==> config.mk <==
export PLATFORM = sky130hd
export DESIGN_NAME = cr16_button_debounce
export DESIGN_NICKNAME = d
export VERILOG_FILES = /design/src/rtl/cr16_button_debounce.sv
export SDC_FILE = /design/constraint.sdc
export NUM_CORES = 1
export LEC_CHECK = 0
export ABC_AREA = 1
export ABC_CLOCK_PERIOD_IN_PS = 1700
export CAP_MARGIN = 10
export CORE_MARGIN = 1.5
export CORE_UTILIZATION = 40
export DETAILED_ROUTE_END_ITERATION = 8
export PLACE_DENSITY = 0.61
export SYNTH_ARGS = -nofsm -noshare
export SYNTH_HDL_FRONTEND = slang
export SYNTH_SLANG_ARGS = --single-unit
==> constraint.sdc <==
create_clock -name I_CLK -period 1.7 [get_ports I_CLK]
set_input_delay 0.34 -clock I_CLK [delete_from_list [all_inputs] [get_ports I_CLK]]
set_output_delay 0.34 -clock I_CLK [all_outputs]
set_load 0.01 [all_outputs]
==> src/rtl/cr16_button_debounce.sv <==
// Pushbutton conditioner: 2-flop synchronizer, stability-count debounce FSM and
// optional hold-to-auto-repeat step generator.
// Ports:
//   I_CLK      system clock
//   I_RST      synchronous active-low reset
//   I_BUTTON   raw asynchronous button level
//   O_LEVEL    debounced pressed level (1 = pressed)
//   O_PRESS    one-cycle pulse on accepted press
//   O_RELEASE  one-cycle pulse on accepted release
//   O_STEP     one-cycle pulse on accepted press and on every auto-repeat
module cr16_button_debounce #(
    parameter int unsigned P_DEBOUNCE_CYCLES = 1000000,
    parameter int unsigned P_ACTIVE_LOW      = 1,
    parameter int unsigned P_REPEAT_DELAY    = 0,
    parameter int unsigned P_REPEAT_PERIOD   = 1
) (
    input  logic I_CLK,
    input  logic I_RST,
    input  logic I_BUTTON,
    output logic O_LEVEL,
    output logic O_PRESS,
    output logic O_RELEASE,
    output logic O_STEP
);

    localparam int unsigned MAX_DR = (P_DEBOUNCE_CYCLES > P_REPEAT_DELAY) ?
                                     P_DEBOUNCE_CYCLES : P_REPEAT_DELAY;
    localparam int unsigned MAX_ALL = (MAX_DR > P_REPEAT_PERIOD) ? MAX_DR : P_REPEAT_PERIOD;
    localparam int unsigned CW_RAW  = $clog2(MAX_ALL + 1);
    localparam int unsigned CW      = (CW_RAW < 1) ? 1 : CW_RAW;

    localparam logic          REL_LVL  = (P_ACTIVE_LOW != 0);
    localparam logic [CW-1:0] DEB_LAST = CW'(P_DEBOUNCE_CYCLES - 1);
    localparam logic [CW-1:0] REP_DLY  = CW'(P_REPEAT_DELAY);
    localparam logic [CW-1:0] REP_PER  = CW'(P_REPEAT_PERIOD);
    localparam bit            ONE_SHOT = (P_DEBOUNCE_CYCLES == 1);
    localparam bit            REP_EN   = (P_REPEAT_DELAY > 0);

    typedef enum logic [1:0] {
        IDLE         = 2'd0,
        PRESS_WAIT   = 2'd1,
        HELD         = 2'd2,
        RELEASE_WAIT = 2'd3
    } state_t;

    state_t        state;
    logic          sync_q1;
    logic          sync_q2;
    logic [CW-1:0] dcnt;
    logic [CW-1:0] rcnt;
    logic          repeated;

    // Normalized synchronized level: 1 = pressed regardless of button polarity.
    logic          pressed_c;
    logic [CW-1:0] rcnt_inc_c;

    assign pressed_c  = sync_q2 ^ REL_LVL;
    assign rcnt_inc_c = rcnt + CW'(1);

    // Synchronizer, debounce FSM and repeat generator; all outputs registered.
    always_ff @(posedge I_CLK) begin
        if (!I_RST) begin
            sync_q1   <= REL_LVL;
            sync_q2   <= REL_LVL;
            state     <= IDLE;
            dcnt      <= '0;
            rcnt      <= '0;
            repeated  <= 1'b0;
            O_LEVEL   <= 1'b0;
            O_PRESS   <= 1'b0;
            O_RELEASE <= 1'b0;
            O_STEP    <= 1'b0;
        end else begin
            sync_q1   <= I_BUTTON;
            sync_q2   <= sync_q1;
            O_PRESS   <= 1'b0;
            O_RELEASE <= 1'b0;
            O_STEP    <= 1'b0;

            case (state)
                IDLE: begin
                    if (pressed_c) begin
                        if (ONE_SHOT) begin
                            state    <= HELD;
                            dcnt     <= '0;
                            rcnt     <= '0;
                            repeated <= 1'b0;
                            O_LEVEL  <= 1'b1;
                            O_PRESS  <= 1'b1;
                            O_STEP   <= 1'b1;
                        end else begin
                            state <= PRESS_WAIT;
                            dcnt  <= CW'(1);
                        end
                    end
                end

                PRESS_WAIT: begin
                    if (!pressed_c) begin
                        state <= IDLE;
                        dcnt  <= '0;
                    end else if (dcnt == DEB_LAST) begin
                        state    <= HELD;
                        dcnt     <= '0;
                        rcnt     <= '0;
                        repeated <= 1'b0;
                        O_LEVEL  <= 1'b1;
                        O_PRESS  <= 1'b1;
                        O_STEP   <= 1'b1;
                    end else begin
                        dcnt <= dcnt + CW'(1);
                    end
                end

                HELD: begin
                    if (!pressed_c) begin
                        if (ONE_SHOT) begin
                            state     <= IDLE;
                            dcnt      <= '0;
                            O_LEVEL   <= 1'b0;
                            O_RELEASE <= 1'b1;
                        end else begin
                            state <= RELEASE_WAIT;
                            dcnt  <= CW'(1);
                        end
                    end else if (REP_EN) begin
                        // First repeat after REP_DLY held cycles, then every REP_PER.
                        if (!repeated && (rcnt_inc_c == REP_DLY)) begin
                            O_STEP   <= 1'b1;
                            rcnt     <= '0;
                            repeated <= 1'b1;
                        end else if (repeated && (rcnt_inc_c == REP_PER)) begin
                            O_STEP <= 1'b1;
                            rcnt   <= '0;
                        end else begin
                            rcnt <= rcnt_inc_c;
                        end
                    end
                end

                RELEASE_WAIT: begin
                    // rcnt is left untouched so a release glitch does not restart repeat timing.
                    if (pressed_c) begin
                        state <= HELD;
                        dcnt  <= '0;
                    end else if (dcnt == DEB_LAST) begin
                        state     <= IDLE;
                        dcnt      <= '0;
                        O_LEVEL   <= 1'b0;
                        O_RELEASE <= 1'b1;
                    end else begin
                        dcnt <= dcnt + CW'(1);
                    end
                end

                default: begin
                    state <= IDLE;
                    dcnt  <= '0;
                end
            endcase
        end
    end

endmodule

==> reports/metrics.csv <==
stage,metric,value,unit
run_status,status,"complete, no violations",
floorplanning,ioPinCount,7,
synthesis,syn-cell-area,1590,um^2
min_path,holdPathEnd,sync_q2,
sta,tns,0,ns
critical_path,path_cells,"ha_1, nand2_2, nor2_4, nand3_1, nor2_2, nand3_1, nand2_1, nand2_1, a21oi_2",
clock_tree,clock_sinks,27,
clock_tree,path_clk_slew,0.09,ns
min_path,hold_class,reg2reg,
clock_tree,numCtsBuffers,3,
clock_tree,cts_max_path_buffers,2,
sta,max_freq,0.656,GHz
floorplanning,start_util,0.424,
cells_and_area,layout-drive-gt1-share,0.146,
drt,wl_met3,165,um
min_path,hold_start,sync_q1,
critical_path,cpMaxStageDelayCell,dfxtp_1,
critical_path,r2r_start,dcnt[0],
drt,first_pass_iters,5,
drt,wl_met2,1600,um
power,peakVddDrop,0.000551,V
cells_and_area,fin_util,0.469,
critical_path,worstPathRequired,1.92,ns
power,swShare,0.262,
power,power.leakage,0.556,nW
critical_path,max_stage_delay,0.40,ns
clock_tree,ctsHoldBuffers,0,
global_route,grt_max_degree,18,
drt,vias,1471,
synthesis,yosysTopAreaCellShare,0.340,
sta,clock_skew,0.00353,ns
power,p_per_area,650,nW/um^2
synthesis,yosysMostFrequentCell,nand2_1,
sta,tightest_slew,0.350,ns
drt,ant_nets,0,
sta,fin_crit_sh,0.896,
synthesis,synthTopCellsByArea,"dfxtp_1 (34%), nand2_1 (15%), nor2_1 (7.3%)",
global_route,grt_pass1_wl,6150,um
drt,wirelength,3600,um
drt,drt_iter0_drc,81,
synthesis,synth_seq_cells,27,
cells_and_area,final_area,1760,um^2
clock_tree,htreeDepth,1,
synthesis,synth_cells,237,
floorplanning,coreArea,3740,um^2
cells_and_area,regArea,541,um^2
synthesis,synth_sequential_area_ratio,0.340,
critical_path,critPathLaunchType,flop,
power,intPower,0.843,mW
clock_tree,cts_tree,built,
global_route,grt_pass1_vias,1342,
flow_run,maxCapViolations,0,
critical_path,arrival,1.74,ns
synthesis,synthArstFlopShare,0,
power,power,1.14,mW
critical_path,crit_fanout,5,
floorplanning,die_h,66.0,um
clock_tree,post_cts_buffers,0,
floorplanning,die_x,66.0,um
synthesis,avgSynthCellArea,6.70,um^2
critical_path,crit_cells,9,
sta,grt_setup_unrepaired,false,
critical_path,critPathTopFamily,simple AND/OR/NAND/NOR gates,
drt,met1Wirelength,1740,um
cells_and_area,antennaDiodeCount,0,
cells_and_area,multi_input_area,921,um^2
drt,top_layer,met4,
global_route,grt_use_total,0.182,
power,pwr-share-clk,0.321,
sta,maxSlewHeadroom,0.767,
clock_tree,cts_resized,0,
critical_path,critPathKind,reg2reg,
floorplanning,rows,22,
critical_path,r2r_cells,9,
placement,post-dp-hpwl,2730,um
power,p_comb_frac,0.100,
power,seq_power_share,0.579,
critical_path,r2r-end,dcnt[18],
synthesis,syn_nets,241,
clock_tree,clk_latency,0.27,ns
cells_and_area,nFillCells,411,
sta,period_minus_slack,1.52,ns
min_path,worst_hold_path.num_cells,1,
global_route,grt_overflow,0,
power,switchingPower,0.299,mW
synthesis,synth_edf_count,0,
cells_and_area,nets,251,
critical_path,cp.buffers_inverters,0,
drt,viasPerCell,5.00,
floorplanning,die-area,4360,um^2
sta,slew_viol_final,0,
sta,timing.final.hold_violations,0,
synthesis,synth-main-ff-cell,dfxtp_1,
cells_and_area,area_growth,10.6,%
drt,drc,0,
critical_path,crit_start,dcnt[0],
synthesis,synth_cell_types,30,
synthesis,synth_commonest_cells,"nand2_1 (65), nor2_1 (31), dfxtp_1 (27), inv_1 (20), nand3_1 (18)",
sta,setup_viol,0,
placement,placedInstanceArea,1710,um^2
critical_path,ff2ff_setup_slack,0.18,ns
global_route,antenna_found_initial,0,
synthesis,synth_warnings,0,
placement,place_congestion,0.987,
critical_path,critPathCaptureType,flop,
clock_tree,cts_root_buf,clkbuf_8,
drt,wl_per_cell,12.2,um
synthesis,yosysTopAreaCell,dfxtp_1,
placement,port_buffers,6,
==> state kept, by name, indices dropped and copies added, names as in the netlist, named ones only <==
register / count
O_LEVEL: 1
O_RELEASE: 1
O_STEP: 1
sync_q1: 1
state: 1
sync_q2: 1
dcnt: 20
==> per-stage QoR <==
stage                     hold slack (ns)  setup slack (ns)  instances
after floorplan                     0.393             0.346        237
after global placement              0.406             0.197        290
after global routing                0.458            0.0216        294
after CTS                           0.431             0.184        294
after detailed placement            0.405             0.209        290
final                               0.426             0.177        294
==> kinds of logic (layout without fill, tap and decap cells) <==
| logic type | Yosys count | in the layout | share of synthesized area |
|---|---|---|---|
| compound gates | 34 | 34 | 0.133 |
| simple gates | 142 | 142 | 0.417 |
| buf+inv | 29 | 38 | 0.0803 |
| fa+ha+maj | 1 | 1 | 0.00787 |
| flops | 27 | 27 | 0.340 |
| xor+xnor | 4 | 4 | 0.0221 |
==> power groups by stage <==
stage	clock [mW]	combinational (mW)	sequential (mW)
2_1_floorplan	0	0.0882	0.673
3_3_place_gp	0	0.116	0.676
3_5_place_dp	0	0.116	0.676
4_1_cts	0.386	0.116	0.661
5_1_grt	0.407	0.127	0.664
6_report	0.367	0.114	0.661
==> layout make-up <==
class / count / share of cell area
clock inverter: 1 / 0.00285
inverter: 23 / 0.0520
timing repair buffer: 11 / 0.0556
tap: 48 / 0.0342
sequential: 27 / 0.308
multi-input combinational: 181 / 0.524
clock buffer: 3 / 0.0235
==> worst register-to-register path: cells and delay by family, from the launching register on <==
| kind | cells | cell delay, ns |
|---|---|---|
| adders and majority gates | 1 | 0.20 |
| AOI/OAI and AO/OA | 1 | 0.10 |
| DFF | 1 | 0.40 |
| and+or+nand+nor | 7 | 0.78 |
==> cell usage in the layout (no fill, tap or decap), types with 6 or more instances in the layout <==
cell type	instances
a21oi_2	6
nand3_1	18
clkdlybuf4s50_1	6
nand2_1	65
dfxtp_1	27
nor2_2	6
nand4_1	8
a21oi_1	14
o21ai_0	10
nor2_1	31
inv_1	20
==> worst max-delay path by stage <==
stage / slack (ns) / to
6_report: 0.18 / dcnt[18]
5_1_grt: 0.02 / dcnt[18]
4_1_cts: 0.18 / dcnt[18]
3_5_place_dp: 0.21 / dcnt[6]
3_3_place_gp: 0.20 / dcnt[10]
2_1_floorplan: 0.35 / dcnt[10]
==> metal layers <==
| metal | vias to the layer above | track usage |
|---|---|---|
| met4 | 0 | 0.0765 |
| met1 | 650 | 0.241 |
| met2 | 30 | 0.285 |
| met5 | - | 0 |
| met3 | 10 | 0.0392 |
| li1 | 781 | - |
No activity file was read; power rests on OpenSTA's default activity.
